==> src/rtl/ps2_keyboard_rx_if.sv <==
`timescale 1ns/1ps
`default_nettype none
//==============================================================================
// Module      : ps2_keyboard_rx_if
// Description : Bundle of raw PS/2 lines and decoded keyboard outputs.
//               master = receiver side, slave = line driver / consumer side.
// Revision    : 1.0 - initial release
//==============================================================================
interface ps2_keyboard_rx_if;
   logic       ps2_clk;
   logic       ps2_data;
   logic [7:0] scan_code;
   logic       code_valid;
   logic       is_break;
   logic       is_extended;
   logic       frame_err;
   logic       key_left;
   logic       key_right;
   logic       key_space;

   modport master (
      input  ps2_clk, ps2_data,
      output scan_code, code_valid, is_break, is_extended, frame_err,
             key_left, key_right, key_space
   );

   modport slave (
      output ps2_clk, ps2_data,
      input  scan_code, code_valid, is_break, is_extended, frame_err,
             key_left, key_right, key_space
   );
endinterface
`default_nettype wire

==> src/rtl/ps2_keyboard_rx.sv <==
`timescale 1ns/1ps
`default_nettype none
//==============================================================================
// Module      : ps2_keyboard_rx
// Description : PS/2 keyboard receiver. Synchronises and filters the device
//               clock, deserialises 11-bit frames, tracks E0/F0 prefixes and
//               drives held-key levels for left, right and space.
// Revision    : 1.0 - initial release
//==============================================================================
module ps2_keyboard_rx #(
   parameter int FILTER_LEN     = 4,
   parameter int TIMEOUT_CYCLES = 50000
) (
   input  wire logic          clock,
   input  wire logic          reset,
   ps2_keyboard_rx_if.master  bus
);

   localparam int CNT_W = $clog2(TIMEOUT_CYCLES);
   localparam logic [CNT_W-1:0] c_to_last = CNT_W'(TIMEOUT_CYCLES - 1);

   typedef enum logic [1:0] {
      IDLE   = 2'd0,
      DATA   = 2'd1,
      PARITY = 2'd2,
      STOP   = 2'd3
   } state_t;

   // Input conditioning
   logic                  clk_s1_q, clk_s2_q, dat_s1_q, dat_s2_q;
   logic [FILTER_LEN-1:0] hist_q, hist_d;
   logic                  filt_q, filt_d;
   logic                  fe;

   // Frame and decode state
   state_t     state_q, state_d;
   logic [2:0] bit_cnt_q, bit_cnt_d;
   logic [7:0] shift_q, shift_d;
   logic       par_q, par_d;
   logic [CNT_W-1:0] cnt_q, cnt_d;
   logic       ext_pend_q, ext_pend_d, brk_pend_q, brk_pend_d;
   logic [7:0] scan_code_q, scan_code_d;
   logic       code_valid_q, code_valid_d, frame_err_q, frame_err_d;
   logic       is_break_q, is_break_d, is_ext_q, is_ext_d;
   logic       key_left_q, key_left_d, key_right_q, key_right_d;
   logic       key_space_q, key_space_d;

   // Filter: level flips only once the whole history window agrees
   always_comb begin
      hist_d = {hist_q[FILTER_LEN-2:0], clk_s2_q};
      filt_d = filt_q;
      if (&hist_d)
         filt_d = 1'b1;
      else if (~|hist_d)
         filt_d = 1'b0;
      fe = filt_q & ~filt_d;
   end

   // Synchronisers and filter registers; idle PS/2 lines are high
   always_ff @(posedge clock or negedge reset) begin
      if (!reset) begin
         clk_s1_q <= 1'b1;
         clk_s2_q <= 1'b1;
         dat_s1_q <= 1'b1;
         dat_s2_q <= 1'b1;
         hist_q   <= '1;
         filt_q   <= 1'b1;
      end else begin
         clk_s1_q <= bus.ps2_clk;
         clk_s2_q <= clk_s1_q;
         dat_s1_q <= bus.ps2_data;
         dat_s2_q <= dat_s1_q;
         hist_q   <= hist_d;
         filt_q   <= filt_d;
      end
   end

   // Frame FSM, timeout, prefix tracking and key-level decode
   always_comb begin
      state_d      = state_q;
      bit_cnt_d    = bit_cnt_q;
      shift_d      = shift_q;
      par_d        = par_q;
      cnt_d        = cnt_q;
      ext_pend_d   = ext_pend_q;
      brk_pend_d   = brk_pend_q;
      scan_code_d  = scan_code_q;
      is_break_d   = is_break_q;
      is_ext_d     = is_ext_q;
      key_left_d   = key_left_q;
      key_right_d  = key_right_q;
      key_space_d  = key_space_q;
      code_valid_d = 1'b0;
      frame_err_d  = 1'b0;

      if (state_q == IDLE) begin
         cnt_d = '0;
         // A high data line on a falling edge is noise, not a start bit
         if (fe && !dat_s2_q) begin
            state_d   = DATA;
            bit_cnt_d = 3'd0;
         end
      end else if (fe) begin
         cnt_d = '0;
         case (state_q)
            DATA: begin
               shift_d   = {dat_s2_q, shift_q[7:1]};
               bit_cnt_d = bit_cnt_q + 3'd1;
               if (bit_cnt_q == 3'd7)
                  state_d = PARITY;
            end
            PARITY: begin
               par_d   = dat_s2_q;
               state_d = STOP;
            end
            default: begin
               state_d = IDLE;
               if (dat_s2_q && ((^shift_q) ^ par_q)) begin
                  if (shift_q == 8'hE0) begin
                     ext_pend_d = 1'b1;
                  end else if (shift_q == 8'hF0) begin
                     brk_pend_d = 1'b1;
                  end else begin
                     scan_code_d  = shift_q;
                     is_break_d   = brk_pend_q;
                     is_ext_d     = ext_pend_q;
                     code_valid_d = 1'b1;
                     ext_pend_d   = 1'b0;
                     brk_pend_d   = 1'b0;
                     if (ext_pend_q && shift_q == 8'h6B)
                        key_left_d = ~brk_pend_q;
                     if (ext_pend_q && shift_q == 8'h74)
                        key_right_d = ~brk_pend_q;
                     if (!ext_pend_q && shift_q == 8'h29)
                        key_space_d = ~brk_pend_q;
                  end
               end else begin
                  frame_err_d = 1'b1;
                  ext_pend_d  = 1'b0;
                  brk_pend_d  = 1'b0;
               end
            end
         endcase
      end else if (cnt_q == c_to_last) begin
         // Device stopped clocking mid-frame: abandon it
         state_d     = IDLE;
         cnt_d       = '0;
         frame_err_d = 1'b1;
         ext_pend_d  = 1'b0;
         brk_pend_d  = 1'b0;
      end else begin
         cnt_d = cnt_q + 1'b1;
      end
   end

   // State register for the frame FSM and decoded outputs
   always_ff @(posedge clock or negedge reset) begin
      if (!reset) begin
         state_q      <= IDLE;
         bit_cnt_q    <= 3'd0;
         shift_q      <= 8'h00;
         par_q        <= 1'b0;
         cnt_q        <= '0;
         ext_pend_q   <= 1'b0;
         brk_pend_q   <= 1'b0;
         scan_code_q  <= 8'h00;
         is_break_q   <= 1'b0;
         is_ext_q     <= 1'b0;
         key_left_q   <= 1'b0;
         key_right_q  <= 1'b0;
         key_space_q  <= 1'b0;
         code_valid_q <= 1'b0;
         frame_err_q  <= 1'b0;
      end else begin
         state_q      <= state_d;
         bit_cnt_q    <= bit_cnt_d;
         shift_q      <= shift_d;
         par_q        <= par_d;
         cnt_q        <= cnt_d;
         ext_pend_q   <= ext_pend_d;
         brk_pend_q   <= brk_pend_d;
         scan_code_q  <= scan_code_d;
         is_break_q   <= is_break_d;
         is_ext_q     <= is_ext_d;
         key_left_q   <= key_left_d;
         key_right_q  <= key_right_d;
         key_space_q  <= key_space_d;
         code_valid_q <= code_valid_d;
         frame_err_q  <= frame_err_d;
      end
   end

   assign bus.scan_code   = scan_code_q;
   assign bus.code_valid  = code_valid_q;
   assign bus.is_break    = is_break_q;
   assign bus.is_extended = is_ext_q;
   assign bus.frame_err   = frame_err_q;
   assign bus.key_left    = key_left_q;
   assign bus.key_right   = key_right_q;
   assign bus.key_space   = key_space_q;

endmodule
`default_nettype wire

==> src/flat_wrapper.sv <==
// flat-port wrapper written by rule: the top's interface ports become plain ports
module ps2_keyboard_rx_flat 
#(
   parameter int FILTER_LEN     = 4,
   parameter int TIMEOUT_CYCLES = 50000
)
  (clock, reset, bus_ps2_clk, bus_ps2_data, bus_scan_code, bus_code_valid, bus_is_break, bus_is_extended, bus_frame_err, bus_key_left, bus_key_right, bus_key_space);
  ps2_keyboard_rx_if bus_i ();
  input  wire logic clock;
  input  wire logic reset;
  input wire logic [$bits(bus_i.ps2_clk)-1:0] bus_ps2_clk;
  input wire logic [$bits(bus_i.ps2_data)-1:0] bus_ps2_data;
  output wire logic [$bits(bus_i.scan_code)-1:0] bus_scan_code;
  output wire logic [$bits(bus_i.code_valid)-1:0] bus_code_valid;
  output wire logic [$bits(bus_i.is_break)-1:0] bus_is_break;
  output wire logic [$bits(bus_i.is_extended)-1:0] bus_is_extended;
  output wire logic [$bits(bus_i.frame_err)-1:0] bus_frame_err;
  output wire logic [$bits(bus_i.key_left)-1:0] bus_key_left;
  output wire logic [$bits(bus_i.key_right)-1:0] bus_key_right;
  output wire logic [$bits(bus_i.key_space)-1:0] bus_key_space;
  assign bus_i.ps2_clk = bus_ps2_clk;
  assign bus_i.ps2_data = bus_ps2_data;
  assign bus_scan_code = bus_i.scan_code;
  assign bus_code_valid = bus_i.code_valid;
  assign bus_is_break = bus_i.is_break;
  assign bus_is_extended = bus_i.is_extended;
  assign bus_frame_err = bus_i.frame_err;
  assign bus_key_left = bus_i.key_left;
  assign bus_key_right = bus_i.key_right;
  assign bus_key_space = bus_i.key_space;
  ps2_keyboard_rx #(.FILTER_LEN(FILTER_LEN), .TIMEOUT_CYCLES(TIMEOUT_CYCLES)) u_core (.clock(clock), .reset(reset), .bus(bus_i));
endmodule
==> config.mk <==
export PLATFORM = sky130hd
export DESIGN_NAME = ps2_keyboard_rx_flat
export DESIGN_NICKNAME = d
export VERILOG_FILES = /design/src/rtl/ps2_keyboard_rx_if.sv /design/src/rtl/ps2_keyboard_rx.sv /design/src/flat_wrapper.sv
export SDC_FILE = /design/constraint.sdc
export NUM_CORES = 1
export LEC_CHECK = 0
export CAP_MARGIN = 20
export CORE_MARGIN = 3
export CORE_UTILIZATION = 45
export CTS_BUF_LIST = sky130_fd_sc_hd__clkbuf_4
export DETAILED_ROUTE_END_ITERATION = 8
export DONT_BUFFER_PORTS = 1
export PLACE_DENSITY = 0.69
export REMOVE_ABC_BUFFERS = 1
export SYNTH_ARGS = -nofsm -noshare
export SYNTH_HDL_FRONTEND = slang
export SYNTH_SLANG_ARGS = --single-unit
==> constraint.sdc <==
create_clock -name clock -period 4.1 [get_ports clock]
set_clock_uncertainty 0.05 [all_clocks]
set_input_delay 0.205 -clock clock [delete_from_list [all_inputs] [get_ports clock]]
set_output_delay 0.205 -clock clock [all_outputs]
set_load 0.02 [all_outputs]
==> flow_metrics.py, run 1 <==
metrics = {
    "finish": {
        "layout-drive-gt1-share_pct": 13.9,
        "syn2layout_area_growth_pct": 7.29,
        "antenna_cells": 0,
        "nNetsFinal": 265,
        "layoutNonFillerInstCount": 316,
        "fillers": 500,
    },
    "clocking": {
        "cts_root_buf": "clkbuf_4",
        "clockBufferDepth": 2,
        "cts_buffers": 5,
        "path_clk_slew_ns": 0.15,
        "tritoncts": "yes",
        "clk_latency_ns": 0.36,
        "cts_setup_buffers": 0,
        "cts_max_level": 2,
        "cts_resized": 0,
        "cts_sinks": 55,
        "hold_buffers": 4,
    },
    "yosys": {
        "synth.most_common_cell": "dfrtp_1",
        "synth_enable_flop_cells": 0,
        "netlist_instances": 237,
        "synth_area_leaders": "dfrtp_1, ha_1, dfstp_2, mux2_2, xor2_1",
        "synth-seq-cells": 55,
        "synth_flop_cell": "dfrtp_1",
        "yosysWarnings": 0,
        "synthArstFlopShare_pct": 100,
        "syn_area_mm2": 0.00261,
        "avgSynthCellArea_um2": 11.0,
        "synth.largest_area_cell": "dfrtp_1",
        "synthTopCellsByCount": "dfrtp_1, nor2_1, nand2_1",
        "ys_types": 35,
        "synth_top_cell_area_share_pct": 45.1,
        "ys_seq_area_share_pct": 53.1,
    },
    "floorplanning": {
        "core_area_mm2": 0.00557,
        "boundaryPins": 19,
        "start_util_pct": 46.8,
        "die_x_um": 82.1,
        "placementRows": 27,
        "die_area_mm2": 0.00675,
        "die_h_um": 82.1,
    },
    "global_routing": {
        "grt_use_met2_pct": 22.4,
        "grt_antenna_before_repair": 0,
        "track_usage_pct": 13.5,
        "groute.layer.met3.usage_pct": 3.15,
        "grtUsageMet1_pct": 17.1,
        "first_global_vias": 1597,
        "grt_max_degree": 56,
        "grt.overflow.total": 0,
        "grt_pass1_wl_mm": 7.10,
        "top_usage_layer": "met2",
    },
    "worst_setup_path": {
        "crit_end": "u_core.bus.key_left$_DFFE_PN0P_",
        "required_ns": 4.35,
        "worstSetupPathType": "reg -> reg",
        "cp-end-kind": "register",
        "critPathMaxFanout": 5,
        "path_delay_family": "simple AND/OR/NAND/NOR gates",
        "max_stage_delay_ns": 0.44,
        "r2r_slack_ns": 1.64,
        "arrival_ns": 2.70,
        "critPathLaunch": "u_core.shift_q[6]$_DFFE_PN0P_",
        "cp.depth": 7,
        "worstReg2RegEnd": "u_core.bus.key_left$_DFFE_PN0P_",
        "critPathBufInv": 1,
        "reg2reg_from": "u_core.shift_q[6]$_DFFE_PN0P_",
        "critPathLaunchType": "register",
        "path_cells": "inv_1 -> ha_1 -> xnor3_1 -> xnor2_1 -> or2_2 -> nor4_1 -> mux2i_1",
        "slowest_stage": "dfrtp_1",
        "rr_worst_depth": 7,
    },
    "drt": {
        "routed_wl_mm": 4.06,
        "route.detailed.drc": 0,
        "dr.pass1.iters": 4,
        "routed-via-count": 1631,
        "drtIter0Drc": 73,
        "ant_nets": 0,
        "wl_per_cell_um": 12.9,
        "viasPerCell": 5.16,
    },
    "worst_hold_path": {
        "holdCritPathClass": "in -> async",
    },
    "timing": {
        "worst_slack_ns": 1.64,
        "post-route-min-period_ns": 2.46,
        "slew_headroom_pct": 62.6,
        "fmax_mhz": 407,
        "worst_pin_slew_ns": 0.560,
        "fin_setup_tns_ns": 0,
        "fin_crit_sh_pct": 59.9,
        "finalMaxSlewViolations": 0,
        "setup_viol": 0,
        "rsz0062_at_grt": "no",
        "final_hold_viol_count": 0,
    },
    "power_and_ir_drop": {
        "powerDensity_mw_per_mm2": 315,
        "p_leak_nw": 1.28,
        "seq_power_share_pct": 64.2,
        "p_clk_share_pct": 27.4,
        "internal_power_w": 0.000670,
        "total_power_w": 0.000881,
        "power.share.switching_pct": 23.9,
        "ir_drop_uv": 170,
        "power_frac_comb_pct": 8.4,
        "p_sw_w": 0.000211,
    },
    "placed_design": {
        "dp_hpwl_mm": 2.78,
        "pre_cts_ws_ns": 1.67,
        "port_buffers": 0,
        "dpl.cell_count": 304,
        "gp_congestion": 0.799,
    },
    "flow_run": {
        "drv_cap": 0,
    },
    "outcome": {
        "status": "complete, no violations",
    },
}
layer usage:
layer	part of all wire, %	vias up
met1	49	789
li1	-	815
met4	1.6	0
met3	2.9	7
met5	0	-
met2	47	20
metrics by stage:
stage,hold slack [ns],instance area [um^2],utilization [%]
finish,0.288,2800,50.2
global route,0.274,2800,50.2
CTS,0.289,2800,50.2
detailed placement,-0.137,2680,48.1
global placement,-0.138,2680,48.1
floorplan,-0.141,2580,-
how the worst min path moves through the flow:
| stage | from | to | depth (start not counted) | slack, ns |
|---|---|---|---|---|
| 3_5_place_dp | reset | u_core.bit_cnt_q[1]$_DFFE_PN0P_ | 0 | -0.14 |
| 2_1_floorplan | reset | u_core.bit_cnt_q[0]$_DFFE_PN0P_ | 0 | -0.14 |
| 4_1_cts | reset | u_core.bus.is_extended$_DFFE_PN0P_ | 2 | 0.29 |
| 6_report | reset | u_core.shift_q[1]$_DFFE_PN0P_ | 2 | 0.29 |
| 3_3_place_gp | reset | u_core.bus.key_right$_DFFE_PN0P_ | 0 | -0.14 |
| 5_1_grt | reset | u_core.bus.is_extended$_DFFE_PN0P_ | 2 | 0.27 |
cells by family after synthesis:
| family | after synthesis | share of synthesized area [%] |
|---|---|---|
| buffers and inverters | 23 | 3.41 |
| DFF | 55 | 53.1 |
| muxes | 19 | 8.11 |
| adders and majority gates | 18 | 8.63 |
| xor gates and xnor gates | 17 | 6.23 |
| and+or+nand+nor | 84 | 15.8 |
| AOI/OAI and AO/OA | 21 | 4.70 |
flip-flops by register name, indices dropped and copies added (netlist names), 2 cells and up:
name,cells
u_core.bus.scan_code,8
u_core.hist_q,3
u_core.bit_cnt_q,3
u_core.state_q,2
u_core.shift_q,8
u_core.cnt_q,16
power groups by stage:
stage,Sequential (W),Clock [W],Combinational [W]
3_3_place_gp,0.000576,0,0.0000586
4_1_cts,0.000566,0.000256,0.0000756
2_1_floorplan,0.000574,0,0.0000469
3_5_place_dp,0.000576,0,0.0000589
5_1_grt,0.000569,0.000277,0.0000852
6_report,0.000566,0.000241,0.0000740
cell type report:
class	count	area, um^2	area share (%)
Tap cell	72	90.1	3.22
Clock buffer	8	60.1	2.15
Timing Repair Buffer	5	65.1	2.32
Sequential cell	55	1390	49.5
Multi-Input combinational cell	159	1130	40.5
Inverter	17	63.8	2.28
cell usage in the layout (no fill, tap or decap), types with 2 or more instances in the layout:
master          n
nor2_1         24
and3_1          5
inv_1          17
nor3_1          6
dfstp_2         8
xnor2_1         5
mux2_2         13
mux2i_1         5
or4b_1          2
nand4_1         5
a22oi_1         2
nand2_1        20
nor2b_1         2
dlygate4sd3_1   3
clkbuf_4        8
ha_1           18
o21ai_0        14
xor2_1         11
dfrtp_1        47
nand3_1        12
No activity file was read; power rests on OpenSTA's default activity.
==> run 2, diff against run 1 <==
- clock period: 4.1 -> 2.3 ns (I/O delays scaled with it)
==> run 2 against run 1 <==
Net effect: die area did not move; design area grew 6.8%; register-to-register slack got worse by 1.6 ns; sequential share of layout area decreased by 3.2 points; setup slack got worse by 1.6 ns; combinational power grew 110%; clock-buffer cell count is 3 lower; largest power group unchanged.
==> flow_metrics.py, run 2 (same netlist as run 1, synthesis figures left out) <==
metrics = {
    "finish": {
        "final_core_util_pct": 53.6,
        "layout_common_cells": "dfrtp_1, nor2_1, nand2_1",
        "nNetsFinal": 280,
        "layout_commonest_cell": "dfrtp_1",
        "final_area_mm2": 0.00299,
        "largest-register": "u_core.cnt_q",
        "layout-drive-gt1-share_pct": 21.2,
        "largest_reg_flops": 16,
        "antenna_cells": 0,
        "syn2layout_area_growth_pct": 14.6,
        "layoutNonFillerInstCount": 331,
    },
    "clocking": {
        "cts_max_level": 2,
        "cts_buffers": 5,
        "tritoncts": "yes",
        "clockBufferDepth": 2,
        "cts_sinks": 55,
        "cts_root_buf": "clkbuf_4",
        "path_clk_slew_ns": 0.15,
        "clk_latency_ns": 0.37,
    },
    "drt": {
        "drtIter0Drc": 40,
        "route.detailed.drc": 0,
        "ant_nets": 0,
        "viasPerCell": 5.05,
        "routed_wl_mm": 4.44,
        "wl_per_cell_um": 13.4,
        "routed-via-count": 1673,
        "dr.pass1.iters": 4,
    },
    "timing": {
        "setup_viol": 0,
        "fin_crit_sh_pct": 97.3,
        "rsz0062_at_grt": "yes",
        "fmax_mhz": 447,
        "worst_pin_slew_ns": 0.559,
        "final_hold_viol_count": 0,
        "whs_ns": 0.202,
        "slew_headroom_pct": 62.3,
        "finalMaxSlewViolations": 0,
        "post-route-min-period_ns": 2.24,
    },
    "outcome": {
        "status": "complete, no violations",
    },
    "worst_hold_path": {
        "holdCritPathClass": "in -> async",
    },
    "worst_setup_path": {
        "worstSetupPathType": "reg -> reg",
        "arrival_ns": 2.47,
        "cp-end-kind": "register",
        "critPathLaunchType": "register",
        "reg2reg_from": "u_core.shift_q[2]$_DFFE_PN0P_",
        "critPathMaxFanout": 8,
        "required_ns": 2.53,
        "critPathLaunch": "u_core.shift_q[2]$_DFFE_PN0P_",
    },
    "floorplanning": {
        "die_x_um": 82.1,
        "start_util_pct": 46.8,
        "placementRows": 27,
        "die_h_um": 82.1,
        "die_area_mm2": 0.00675,
        "boundaryPins": 19,
        "core_area_mm2": 0.00557,
    },
    "placed_design": {
        "dpl.cell_count": 316,
        "gp_congestion": 0.814,
        "placed_cell_area_mm2": 0.00277,
        "dp_hpwl_mm": 3.16,
        "port_buffers": 0,
    },
    "flow_run": {
        "drv_cap": 0,
    },
    "power_and_ir_drop": {
        "total_power_w": 0.00167,
        "powerDensity_mw_per_mm2": 558,
        "ir_drop_uv": 417,
        "p_leak_nw": 1.41,
    },
    "global_routing": {
        "track_usage_pct": 14.5,
        "grt.overflow.total": 0,
        "grt_antenna_before_repair": 0,
        "grt_max_degree": 56,
        "first_global_vias": 1734,
        "grt_pass1_wl_mm": 7.56,
    },
}
run 2: timing repair:
action,4_1_cts,5_1_grt
resized for setup,2,8
buffers inserted,0,3
pin swaps,0,7
cloned,0,0
setup endpoints to repair,5,15
hold buffers,4,0
endpoints found under the hold margin,57,0
run 2: final timing paths:
kind / to / slack [ns] / depth (start not counted)
setup / recovery: u_core.bus.scan_code[2]$_DFFE_PN0P_ / 0.06 / 7
hold / removal: u_core.bus.is_break$_DFFE_PN0P_ / 0.20 / 2
setup reg to reg: u_core.bus.scan_code[2]$_DFFE_PN0P_ / 0.06 / 7
hold reg to reg: u_core.dat_s2_q$_DFF_PN1_ / 0.32 / 0
max in group asynchronous: u_core.dat_s1_q$_DFF_PN1_ / 1.70 / 2
min in group clock: u_core.clk_s1_q$_DFF_PN1_ / 0.23 / 1
run 2: power by group:
part           total [W]  switching, W  leakage, nW  internal, W
sequential       0.00101     0.0000154        0.740     0.000993
clock           0.000507      0.000283       0.0426     0.000224
combinational   0.000154     0.0000966        0.623    0.0000573
total            0.00167      0.000395         1.41      0.00127
run 2: stage by stage:
stage / setup TNS, ns / worst slack [ns]
2_1_floorplan: -5.15 / -0.438
3_3_place_gp: 0 / 0.0549
3_5_place_dp: 0 / 0.00607
4_1_cts: 0 / 0.00577
5_1_grt: -0.109 / -0.0215
6_report: 0 / 0.0616
run 2: layer usage:
metal  global-route usage [%]  up-vias  part of all wire (%)
met2                     25.4       21                    49
met3                     3.04        7                   3.2
met4                     5.48        0                   1.5
li1                         -      842                     -
met1                     17.4      803                    46
met5                        0        -                     0
run 2: area by class of cell:
class / count / area, um^2
Fill cell: 497 / 2580
Sequential cell: 55 / 1390
Multi-Input combinational cell: 159 / 1200
Timing Repair Buffer: 20 / 178
Tap cell: 72 / 90.1
Inverter: 17 / 63.8
Clock inverter: 3 / 38.8
Clock buffer: 5 / 37.5
run 2: worst max-delay path, stage by stage (launching register included):
cell,delay [ns]
dfrtp_1,0.44
inv_2,0.07
ha_4,0.26
xnor3_1,0.41
xnor2_2,0.20
nor3_2,0.16
buf_4,0.20
mux2_2,0.34
